## config.mk

```make
export PLATFORM = sky130hd
export DESIGN_NAME = shape_rect_drawer_flat
export DESIGN_NICKNAME = d
export VERILOG_FILES = /design/src/rtl/shape_draw_pkg.sv /design/src/rtl/shape_rect_drawer_if.sv /design/src/rtl/shape_rect_drawer_scanner.sv /design/src/rtl/shape_rect_drawer.sv /design/src/flat_wrapper.sv
export SDC_FILE = /design/constraint.sdc
export NUM_CORES = 1
export LEC_CHECK = 0
export ABC_AREA = 1
export BUFFER_PORTS_ARGS = -buffer_cell sky130_fd_sc_hd__buf_2
export CAP_MARGIN = 20
export CORE_UTILIZATION = 35
export CTS_CLUSTER_DIAMETER = 60
export DETAILED_ROUTE_END_ITERATION = 10
export HOLD_SLACK_MARGIN = 0.02
export PLACE_DENSITY = 0.56
export SLEW_MARGIN = 40
export SYNTH_ARGS = -nofsm -noshare
export SYNTH_HDL_FRONTEND = slang
export SYNTH_HIERARCHICAL = 1
export SYNTH_SLANG_ARGS = --single-unit
```

## constraint.sdc

```tcl
create_clock -name clock -period 1.7 [get_ports clock]
set_input_delay 0.34 -clock clock [delete_from_list [all_inputs] [get_ports clock]]
set_output_delay 0.34 -clock clock [all_outputs]
set_load 0.005 [all_outputs]
```

## src/rtl/shape_draw_pkg.sv

```systemverilog
// Shared types and constants for the shape drawing path (control, drawer, VGA wrapper).
// Coordinate and colour widths live here so every block on the bus agrees on them.
package shape_draw_pkg;

  localparam int COORD_W  = 11;
  localparam int COLOUR_W = 3;

  localparam logic [COLOUR_W-1:0] BLACK = '0;

  typedef enum logic [1:0] {
    IDLE  = 2'd0,
    ERASE = 2'd1,
    DRAW  = 2'd2,
    DONE  = 2'd3
  } draw_state_t;

  // Width of a counter that must reach n-1; never narrower than one bit.
  function automatic int cnt_w(input int n);
    return (n > 1) ? $clog2(n) : 1;
  endfunction

endpackage

```

## src/rtl/shape_rect_drawer_if.sv

```systemverilog
// Bus between game control (master) and the rectangle drawer (slave).
// Handshake: control raises draw_start with load_* stable and holds it until it
// sees draw_done; dropping draw_start early aborts the shape. send_* carry a pixel
// only on cycles where plot is high.
interface shape_rect_drawer_if;

  logic                                  draw_start;
  logic [shape_draw_pkg::COORD_W-1:0]    load_x;
  logic [shape_draw_pkg::COORD_W-1:0]    load_y;
  logic [shape_draw_pkg::COLOUR_W-1:0]   load_colour;
  logic [shape_draw_pkg::COORD_W-1:0]    send_x;
  logic [shape_draw_pkg::COORD_W-1:0]    send_y;
  logic [shape_draw_pkg::COLOUR_W-1:0]   send_colour;
  logic                                  plot;
  logic                                  draw_done;
  logic                                  busy;

  modport master (
    output draw_start, load_x, load_y, load_colour,
    input  send_x, send_y, send_colour, plot, draw_done, busy
  );

  modport slave (
    input  draw_start, load_x, load_y, load_colour,
    output send_x, send_y, send_colour, plot, draw_done, busy
  );

endinterface

```

## src/rtl/shape_rect_drawer_scanner.sv

```systemverilog
// rect_scanner: row-major dx/dy offset counter for one WIDTH x HEIGHT pass.
// Wraps back to (0,0) after the last pixel so back-to-back passes need no extra clear.
module rect_scanner
  import shape_draw_pkg::*;
#(
  parameter  int WIDTH  = 10,
  parameter  int HEIGHT = 10,
  localparam int XW     = cnt_w(WIDTH),
  localparam int YW     = cnt_w(HEIGHT)
) (
  input  logic          clock,
  input  logic          reset,
  input  logic          i_start,
  input  logic          i_clear,
  input  logic          i_advance,
  output logic [XW-1:0] o_dx,
  output logic [YW-1:0] o_dy,
  output logic          o_last_pixel
);

  localparam logic [XW-1:0] X_LAST = XW'(WIDTH - 1);
  localparam logic [YW-1:0] Y_LAST = YW'(HEIGHT - 1);

  logic [XW-1:0] r_dx;
  logic [YW-1:0] r_dy;
  logic          w_x_last;
  logic          w_y_last;

  assign w_x_last     = (r_dx == X_LAST);
  assign w_y_last     = (r_dy == Y_LAST);
  assign o_last_pixel = w_x_last && w_y_last;
  assign o_dx         = r_dx;
  assign o_dy         = r_dy;

  // Offset counter: restart on a new pass or abort, else step row-major.
  always_ff @(posedge clock or posedge reset) begin
    if (reset) begin
      r_dx <= '0;
      r_dy <= '0;
    end else if (i_start || i_clear) begin
      r_dx <= '0;
      r_dy <= '0;
    end else if (i_advance) begin
      if (w_x_last) begin
        r_dx <= '0;
        r_dy <= w_y_last ? '0 : r_dy + YW'(1);
      end else begin
        r_dx <= r_dx + XW'(1);
      end
    end
  end

endmodule

```

## src/rtl/shape_rect_drawer.sv

```systemverilog
// shape_rect_drawer: scans a WIDTH x HEIGHT filled rectangle onto the VGA plot bus,
// one pixel per cycle, and reports completion with a level draw_done.
// Optional feature macro SHAPE_ERASE_TRAIL_EN: before each new shape, repaint the
// previously completed shape's footprint with BG_COLOUR.
// COORD_W / COLOUR_W come from shape_draw_pkg so they match control and the adapter.
module shape_rect_drawer
  import shape_draw_pkg::*;
#(
  parameter int                   WIDTH     = 10,
  parameter int                   HEIGHT    = 10,
  parameter logic [COLOUR_W-1:0]  BG_COLOUR = BLACK
) (
  input  logic                clock,
  input  logic                reset,
  shape_rect_drawer_if.slave  bus,
  output draw_state_t         o_dbg_state
);

  localparam int XW = cnt_w(WIDTH);
  localparam int YW = cnt_w(HEIGHT);

  draw_state_t         r_state;
  draw_state_t         w_next;

  logic [COORD_W-1:0]  r_bx;
  logic [COORD_W-1:0]  r_by;
  logic [COLOUR_W-1:0] r_col;

  logic [COORD_W-1:0]  r_send_x;
  logic [COORD_W-1:0]  r_send_y;
  logic [COLOUR_W-1:0] r_send_col;
  logic                r_plot;
  logic                r_done;

  logic                w_latch;
  logic                w_scan_start;
  logic                w_scan_clear;
  logic                w_advance;
  logic                w_emit;
  logic                w_set_prev;
  logic                w_last;
  logic                w_erasing;
  logic [XW-1:0]       w_dx;
  logic [YW-1:0]       w_dy;
  logic [COORD_W-1:0]  w_org_x;
  logic [COORD_W-1:0]  w_org_y;
  logic [COLOUR_W-1:0] w_pix_col;

  rect_scanner #(
    .WIDTH  (WIDTH),
    .HEIGHT (HEIGHT)
  ) u_scanner (
    .clock        (clock),
    .reset        (reset),
    .i_start      (w_scan_start),
    .i_clear      (w_scan_clear),
    .i_advance    (w_advance),
    .o_dx         (w_dx),
    .o_dy         (w_dy),
    .o_last_pixel (w_last)
  );

`ifdef SHAPE_ERASE_TRAIL_EN
  logic [COORD_W-1:0] r_prev_x;
  logic [COORD_W-1:0] r_prev_y;
  logic               r_prev_valid;

  assign w_erasing = (r_state == ERASE);
  assign w_org_x   = w_erasing ? r_prev_x : r_bx;
  assign w_org_y   = w_erasing ? r_prev_y : r_by;

  // Remember the origin of the last fully drawn shape for the next erase pass.
  always_ff @(posedge clock or posedge reset) begin
    if (reset) begin
      r_prev_x     <= '0;
      r_prev_y     <= '0;
      r_prev_valid <= 1'b0;
    end else if (w_set_prev) begin
      r_prev_x     <= r_bx;
      r_prev_y     <= r_by;
      r_prev_valid <= 1'b1;
    end
  end
`else
  assign w_erasing = 1'b0;
  assign w_org_x   = r_bx;
  assign w_org_y   = r_by;
`endif

  assign w_pix_col = w_erasing ? BG_COLOUR : r_col;

  // State register.
  always_ff @(posedge clock or posedge reset) begin
    if (reset) r_state <= IDLE;
    else       r_state <= w_next;
  end

  // Next state and per-cycle control strobes; a dropped draw_start aborts any pass.
  always_comb begin
    w_next       = r_state;
    w_latch      = 1'b0;
    w_scan_start = 1'b0;
    w_scan_clear = 1'b0;
    w_advance    = 1'b0;
    w_emit       = 1'b0;
    w_set_prev   = 1'b0;
    case (r_state)
      IDLE: begin
        if (bus.draw_start) begin
          w_latch      = 1'b1;
          w_scan_start = 1'b1;
`ifdef SHAPE_ERASE_TRAIL_EN
          w_next       = r_prev_valid ? ERASE : DRAW;
`else
          w_next       = DRAW;
`endif
        end
      end
`ifdef SHAPE_ERASE_TRAIL_EN
      ERASE: begin
        if (!bus.draw_start) begin
          w_scan_clear = 1'b1;
          w_next       = IDLE;
        end else begin
          w_emit    = 1'b1;
          w_advance = 1'b1;
          if (w_last) begin
            w_scan_clear = 1'b1;
            w_next       = DRAW;
          end
        end
      end
`endif
      DRAW: begin
        if (!bus.draw_start) begin
          w_scan_clear = 1'b1;
          w_next       = IDLE;
        end else begin
          w_emit    = 1'b1;
          w_advance = 1'b1;
          if (w_last) begin
            w_set_prev = 1'b1;
            w_next     = DONE;
          end
        end
      end
      DONE: begin
        if (!bus.draw_start) w_next = IDLE;
      end
      default: w_next = IDLE;
    endcase
  end

  // Shape origin and colour are captured only when a request is accepted.
  always_ff @(posedge clock or posedge reset) begin
    if (reset) begin
      r_bx  <= '0;
      r_by  <= '0;
      r_col <= '0;
    end else if (w_latch) begin
      r_bx  <= bus.load_x;
      r_by  <= bus.load_y;
      r_col <= bus.load_colour;
    end
  end

  // Registered plot bus; coordinates wrap modulo 2^COORD_W, no clipping.
  always_ff @(posedge clock or posedge reset) begin
    if (reset) begin
      r_send_x   <= '0;
      r_send_y   <= '0;
      r_send_col <= '0;
      r_plot     <= 1'b0;
      r_done     <= 1'b0;
    end else begin
      r_plot <= w_emit;
      r_done <= (r_state == DONE) && bus.draw_start;
      if (w_emit) begin
        r_send_x   <= w_org_x + COORD_W'(w_dx);
        r_send_y   <= w_org_y + COORD_W'(w_dy);
        r_send_col <= w_pix_col;
      end
    end
  end

  assign bus.send_x      = r_send_x;
  assign bus.send_y      = r_send_y;
  assign bus.send_colour = r_send_col;
  assign bus.plot        = r_plot;
  assign bus.draw_done   = r_done;
  assign bus.busy        = (r_state == ERASE) || (r_state == DRAW);
  assign o_dbg_state     = r_state;

endmodule

```

## src/flat_wrapper.sv

```systemverilog
// flat-port wrapper written by rule: the top's interface ports become plain ports
module shape_rect_drawer_flat import shape_draw_pkg::*;
#(
  parameter int                   WIDTH     = 10,
  parameter int                   HEIGHT    = 10,
  parameter logic [COLOUR_W-1:0]  BG_COLOUR = BLACK
)
  (clock, reset, o_dbg_state, bus_draw_start, bus_load_x, bus_load_y, bus_load_colour, bus_send_x, bus_send_y, bus_send_colour, bus_plot, bus_draw_done, bus_busy);
  shape_rect_drawer_if bus_i ();
  input  logic clock;
  input  logic reset;
  output draw_state_t o_dbg_state;
  input wire logic [$bits(bus_i.draw_start)-1:0] bus_draw_start;
  input wire logic [$bits(bus_i.load_x)-1:0] bus_load_x;
  input wire logic [$bits(bus_i.load_y)-1:0] bus_load_y;
  input wire logic [$bits(bus_i.load_colour)-1:0] bus_load_colour;
  output wire logic [$bits(bus_i.send_x)-1:0] bus_send_x;
  output wire logic [$bits(bus_i.send_y)-1:0] bus_send_y;
  output wire logic [$bits(bus_i.send_colour)-1:0] bus_send_colour;
  output wire logic [$bits(bus_i.plot)-1:0] bus_plot;
  output wire logic [$bits(bus_i.draw_done)-1:0] bus_draw_done;
  output wire logic [$bits(bus_i.busy)-1:0] bus_busy;
  assign bus_i.draw_start = bus_draw_start;
  assign bus_i.load_x = bus_load_x;
  assign bus_i.load_y = bus_load_y;
  assign bus_i.load_colour = bus_load_colour;
  assign bus_send_x = bus_i.send_x;
  assign bus_send_y = bus_i.send_y;
  assign bus_send_colour = bus_i.send_colour;
  assign bus_plot = bus_i.plot;
  assign bus_draw_done = bus_i.draw_done;
  assign bus_busy = bus_i.busy;
  shape_rect_drawer #(.WIDTH(WIDTH), .HEIGHT(HEIGHT), .BG_COLOUR(BG_COLOUR)) u_core (.clock(clock), .reset(reset), .bus(bus_i), .o_dbg_state(o_dbg_state));
endmodule
```

==> results.toml, run 1 <==
[run_status]
outcome = "finished, final reports clean"

[cells_and_area]
drive_gt1_share_pct = 20.7
n_antenna_cell = 0
final_cell_area_mm2 = 0.00397
nNetsFinal = 533
multi_input_area_mm2 = 0.00153
syn2layout_area_growth_pct = 21.2
register_area_mm2 = 0.00155
fin_util_pct = 44.7
nFillCells = 897

[critical_path]
start_kind = "register"
ff2ff_setup_slack_ns = 0.1
reg2reg_depth = 7
r2r-start = "u_core/r_by[0]"
r2r-end = "u_core/bus.send_y[8]"
endpoint_kind = "register"
cp_max_fo = 7
required_ns = 1.94
critical_path_arrival_ns = 1.84
path_class = "reg2reg"

[grt]
grt_pass1_wl_um = 13000
grt_max_degree = 55
first_global_vias = 2812
grt_antenna_before_repair = 0
grt-ovfl-total = 0
grt_usage_pct = 17.0

[sta]
max_slew_margin_pct = 76.4
skew_ns = 0.00738
maxSlewViolCount = 0
rsz0062_at_grt = "false"
worstMarginPinSlew_ns = 0.353
setup_viol = 0
finalSetupTns_ns = 0
fin_ws_ns = 0.0969
fmax_mhz = 624
post-route-period-util_pct = 94.3
fin_crit_ns = 1.60
hold_viol_final = 0

[clock_tree]
numCtsBuffers = 9
cts_tree = "yes"
clk_pin_slew_ns = 0.07
cts.sinks = 62
h-tree-depth = 3
clockRootBuffer = "clkbuf_8"
ctsLongestPathBuffers = 2
worst_skew_pair.late_latency_ns = 0.34
cts_setup_buffers = 0

[detailed_routing]
wl_per_cell_um = 12.3
num_vias = 2794
met1_length_um = 3550
drt-pass1-iter-count = 4
dr_wl_met3_um = 328
viasPerCell = 4.66
drc = 0
routed.top_layer = "met4"
drt_iter0_markers = 149
dr_wl_met2_um = 3460
antenna_left = 0
wirelength_um = 7400

[placement]
io_buffers = 57
post-dp-hpwl_um = 5270
gp_congestion = 0.869
post-place-ws_ns = 0.0343
placed_area_mm2 = 0.00375

[power_and_ir_drop]
leakagePower_nw = 2.18
power_density_mw_per_mm2 = 1710
p_total_mw = 6.78
ir_worst_vdd_uv = 826

[logic_synthesis]
synth_area_mm2 = 0.00328
synthTopCellsByArea = "dfrtp_1, nand2_1, nand3_1"
syn-num-nets = 461
synth-seq-area-share_pct = 47.3
avgSynthCellArea_um2 = 7.88
syn_inst = 416
ys_seq_elements = 62
yosys_warnings = 6
synth_top_cell_by_area = "dfrtp_1"
synth_top_area_share_pct = 47.3
ys_types = 28

[worst_hold_path]
whs_endpoint = "u_core/r_by[2]"
min_path_type = "in2reg"
min_from = "bus_load_y[2]"
hold-path-cell-count = 3

[die]
die_h_um = 98.8
die-area_mm2 = 0.00976
rows = 34
pin_count = 58
core_area_mm2 = 0.00889
die_width_um = 98.8
start_util_pct = 36.9

[run]
max-cap-violations = 0
## sequential cells by signal, summed over array words and instances (netlist names), 3 cells and up
signal	cells
u_core/bus.send_x	11
u_core/bus.send_y	11
u_core/r_bx	11
u_core/r_by	11
u_core/u_scanner/o_dx	4
u_core/u_scanner/o_dy	4
u_core/bus.send_colour	3
u_core/r_col	3
## area by class of cell
cell class	count	area share [%]
Clock inverter	3	1.13
Timing Repair Buffer	71	10.2
Tap cell	108	3.40
Clock buffer	12	3.65
Multi-Input combinational cell	300	38.4
Sequential cell	62	39.0
Inverter	44	4.16
## synth_stat cells
cell / instances
nand2_1: 166
dfrtp_1: 62
inv_1: 41
nand3_1: 41
o21ai_0: 22
nor2_1: 19
ha_1: 15
a21oi_1: 7
nand4_1: 7
buf_4: 5
clkbuf_1: 3
inv_2: 3
nand2_2: 3
xor2_1: 3
buf_2: 2
fa_1: 2
nand2_4: 2
nand3b_1: 2
o21ai_2: 2
a21o_1: 1
a31oi_1: 1
nand3_4: 1
nor2_4: 1
o21ai_1: 1
o21bai_4: 1
o22ai_1: 1
or2_1: 1
xnor2_1: 1
## stage by stage
| stage | instances | hold WS, ns |
|---|---|---|
| 6_report | 600 | 0.191 |
| 5_1_grt | 600 | 0.179 |
| 4_1_cts | 600 | 0.167 |
| 3_5_place_dp | 584 | 0.346 |
| 3_3_place_gp | 584 | 0.344 |
| 2_1_floorplan | 416 | 0.156 |
## per-layer routing
metal  up-vias  global-route usage (%)
li1       1458                       -
met3         6                    5.11
met1      1275                    21.7
met2        55                    27.9
met5         -                       0
met4         0                    5.17
## worst max path at each step
stage,cells after the start,from,slack [ns],end
final,7,u_core/r_by[0],0.1,u_core/bus.send_y[8]
after global routing,7,u_core/r_by[0],0.0005,u_core/bus.send_y[8]
after CTS,7,u_core/u_scanner/o_dx[0],0.02,u_core/bus.send_x[8]
after detailed placement,7,u_core/u_scanner/o_dx[0],0.03,u_core/bus.send_x[8]
after global placement,7,u_core/r_bx[0],0.07,u_core/bus.send_x[8]
after floorplan,1,reset,0.05,u_core/bus.draw_done
## kinds of logic after synthesis
family | after synthesis | share of synthesized area, %
buf+inv | 54 | 6.83
xor+xnor | 4 | 1.07
simple gates | 243 | 31.6
compound gates | 36 | 6.30
flops | 62 | 47.3
fa+ha+maj | 17 | 6.94
## report_power, final
part,leakage [nW],internal [mW],switching [mW]
sequential,0.782,2.12,0.492
clock,0.0887,0.710,0.568
combinational,1.30,1.17,1.72
## worst max-delay path, cell delays in order, from the launching register on
cell	delay (ns)
dfrtp_1	0.38
ha_1	0.23
fa_2	0.37
nand3_1	0.11
nand2_2	0.11
a21o_1	0.18
nand3_1	0.06
nand2_1	0.05
## layout by cell type, fill, tap and decap left out, drive strengths merged
cell,instances
clkbuf,12
inv,44
nand3b,2
nand4,7
a21o,1
fa,2
nand2,171
a31oi,1
xor2,3
o21ai,25
bufinv,1
o22ai,1
ha,15
clkinvlp,2
xnor2,1
a21oi,7
dfrtp,62
dlygate4sd3,1
nand3,42
or2,1
buf,70
nor2,20
o21bai,1
## timing repair
action / in CTS / in global routing
resized for setup: 0 / 6
hold endpoints to repair: 8 / 0
setup endpoints to repair: 0 / 10
hold buffers: 1 / 0
Power figures use the tool's default switching activity.
==> run 2, diff against run 1 <==
--- a/config.mk
+++ b/config.mk
@@ -12,7 +12,6 @@
 export CTS_CLUSTER_DIAMETER = 60
 export DETAILED_ROUTE_END_ITERATION = 10
 export HOLD_SLACK_MARGIN = 0.02
-export PLACE_DENSITY = 0.56
 export SLEW_MARGIN = 40
 export SYNTH_ARGS = -nofsm -noshare
 export SYNTH_HDL_FRONTEND = slang
==> run 2 against run 1 <==
  * Clock-buffer cell count unchanged
  * Via count increased by 2.5%
  * Combinational power increased by 2%
==> results.toml, run 2 (synthesized netlist as in run 1, its figures left out) <==
[critical_path]
start_kind = "register"
path_class = "reg2reg"
critical_path_arrival_ns = 1.80
endpoint_kind = "register"
cp_max_fo = 7
required_ns = 1.93
setup.worst_path.start = "u_core/r_bx[3]"
r2r-end = "u_core/bus.send_x[4]"
r2r-start = "u_core/r_bx[3]"
reg2reg_depth = 6
ff2ff_setup_slack_ns = 0.13

[sta]
finalSetupTns_ns = 0
worstMarginPinSlew_ns = 0.434
max_slew_margin_pct = 71.0
skew_ns = 0.00664
maxSlewViolCount = 0
fin_ws_ns = 0.128
fin_crit_ns = 1.57
hold_viol_final = 0
timing.hold.ws_ns = 0.191
setup_viol = 0
post-route-period-util_pct = 92.5
fmax_mhz = 636

[cells_and_area]
nFillCells = 889
drive_gt1_share_pct = 22.2
layout_common_cells = "nand2_1, dfrtp_1, buf_2, inv_1, nand3_1"
n_antenna_cell = 0
syn2layout_area_growth_pct = 22.4
nNetsFinal = 536
stdcell_count = 604
final_common_cell = "nand2_1"

[grt]
grt_usage_pct = 16.8
first_global_vias = 2765
grt_pass1_wl_um = 12900
grt_max_degree = 31
grt_antenna_before_repair = 0
grt-ovfl-total = 0

[clock_tree]
worst_skew_pair.late_latency_ns = 0.34
clk_pin_slew_ns = 0.07
h-tree-depth = 3
clockRootBuffer = "clkbuf_8"
numCtsBuffers = 9
cts.sinks = 62
cts_tree = "yes"
ctsLongestPathBuffers = 2

[worst_hold_path]
hold-path-cell-count = 3
whs_endpoint = "u_core/r_by[2]"
min_path_type = "in2reg"
min_from = "bus_load_y[2]"

[placement]
post-dp-hpwl_um = 5570
dp.cells = 587
io_buffers = 57
gp_congestion = 0.928
post-place-ws_ns = 0.0302

[detailed_routing]
antenna_left = 0
drc = 0
num_vias = 2865
drt_iter0_markers = 162
wirelength_um = 7440
drt-pass1-iter-count = 5
viasPerCell = 4.74
wl_per_cell_um = 12.3

[run_status]
outcome = "finished, final reports clean"

[die]
die_h_um = 98.8
rows = 34
start_util_pct = 36.9
core_area_mm2 = 0.00889
die-area_mm2 = 0.00976
die_width_um = 98.8
pin_count = 58

[power_and_ir_drop]
ir_worst_vdd_uv = 668
power_density_mw_per_mm2 = 1680
leakagePower_nw = 2.21

[run]
max-cap-violations = 0
-- run 2: changes by cell type in the layout (fill, tap and decap cells not counted), sizes merged --
| cell | change |
|---|---|
| buf | +3 |
| bufinv | -1 |
| clkinv | +4 |
| clkinvlp | -2 |
-- run 2: how the worst max path moves through the flow --
stage | end | depth (start not counted)
after floorplan | u_core/bus.draw_done | 1
after global placement | u_core/bus.send_x[8] | 7
after detailed placement | u_core/bus.send_x[8] | 7
after CTS | u_core/bus.send_x[8] | 7
after global routing | u_core/u_scanner/o_dx[3] | 8
final | u_core/bus.send_x[4] | 6
-- run 2: layout make-up --
type	count	area [um^2]	area share (%)
Sequential cell	62	1550	38.7
Inverter	44	165	4.11
Timing Repair Buffer	74	440	11.0
Tap cell	108	135	3.37
Multi-Input combinational cell	300	1540	38.3
Clock inverter	4	20.0	0.499
Clock buffer	12	165	4.11
-- run 2: through the flow --
step / instance area (um^2) / power, mW / utilization, %
after detailed placement: 3790 / 5.52 / 42.6
after global routing: 4020 / 7.41 / 45.2
after floorplan: 3280 / 4.53 / -
final: 4020 / 6.74 / 45.2
after CTS: 3980 / 6.76 / 44.8
after global placement: 3790 / 5.47 / 42.6
-- run 2: what timing repair did --
| action | CTS | global route |
|---|---|---|
| setup buffers | 0 | 0 |
| setup endpoints to repair | 0 | 13 |
| endpoints found under the hold margin | 23 | 0 |
| hold buffers | 1 | 0 |
| resized for setup | 0 | 9 |
-- run 2: critical path: stages (launching register included) --
cell     delay, ns
dfrtp_1       0.40
ha_1          0.37
a21oi_2       0.25
o21ai_4       0.12
or2_1         0.22
nand3_1       0.06
nand2_1       0.04
-- run 2: report_power, final --
group	internal (mW)	leakage, nW	switching (mW)
clock	0.638	0.102	0.560
sequential	2.13	0.781	0.483
combinational	1.19	1.32	1.74
-- run 2: metal layers --
metal	global-route usage (%)	wire, um	vias up
met1	23.4	3750	1309
met5	0	0	-
li1	-	-	1470
met4	6.43	116	0
met3	5.11	365	14
met2	24.5	3210	72
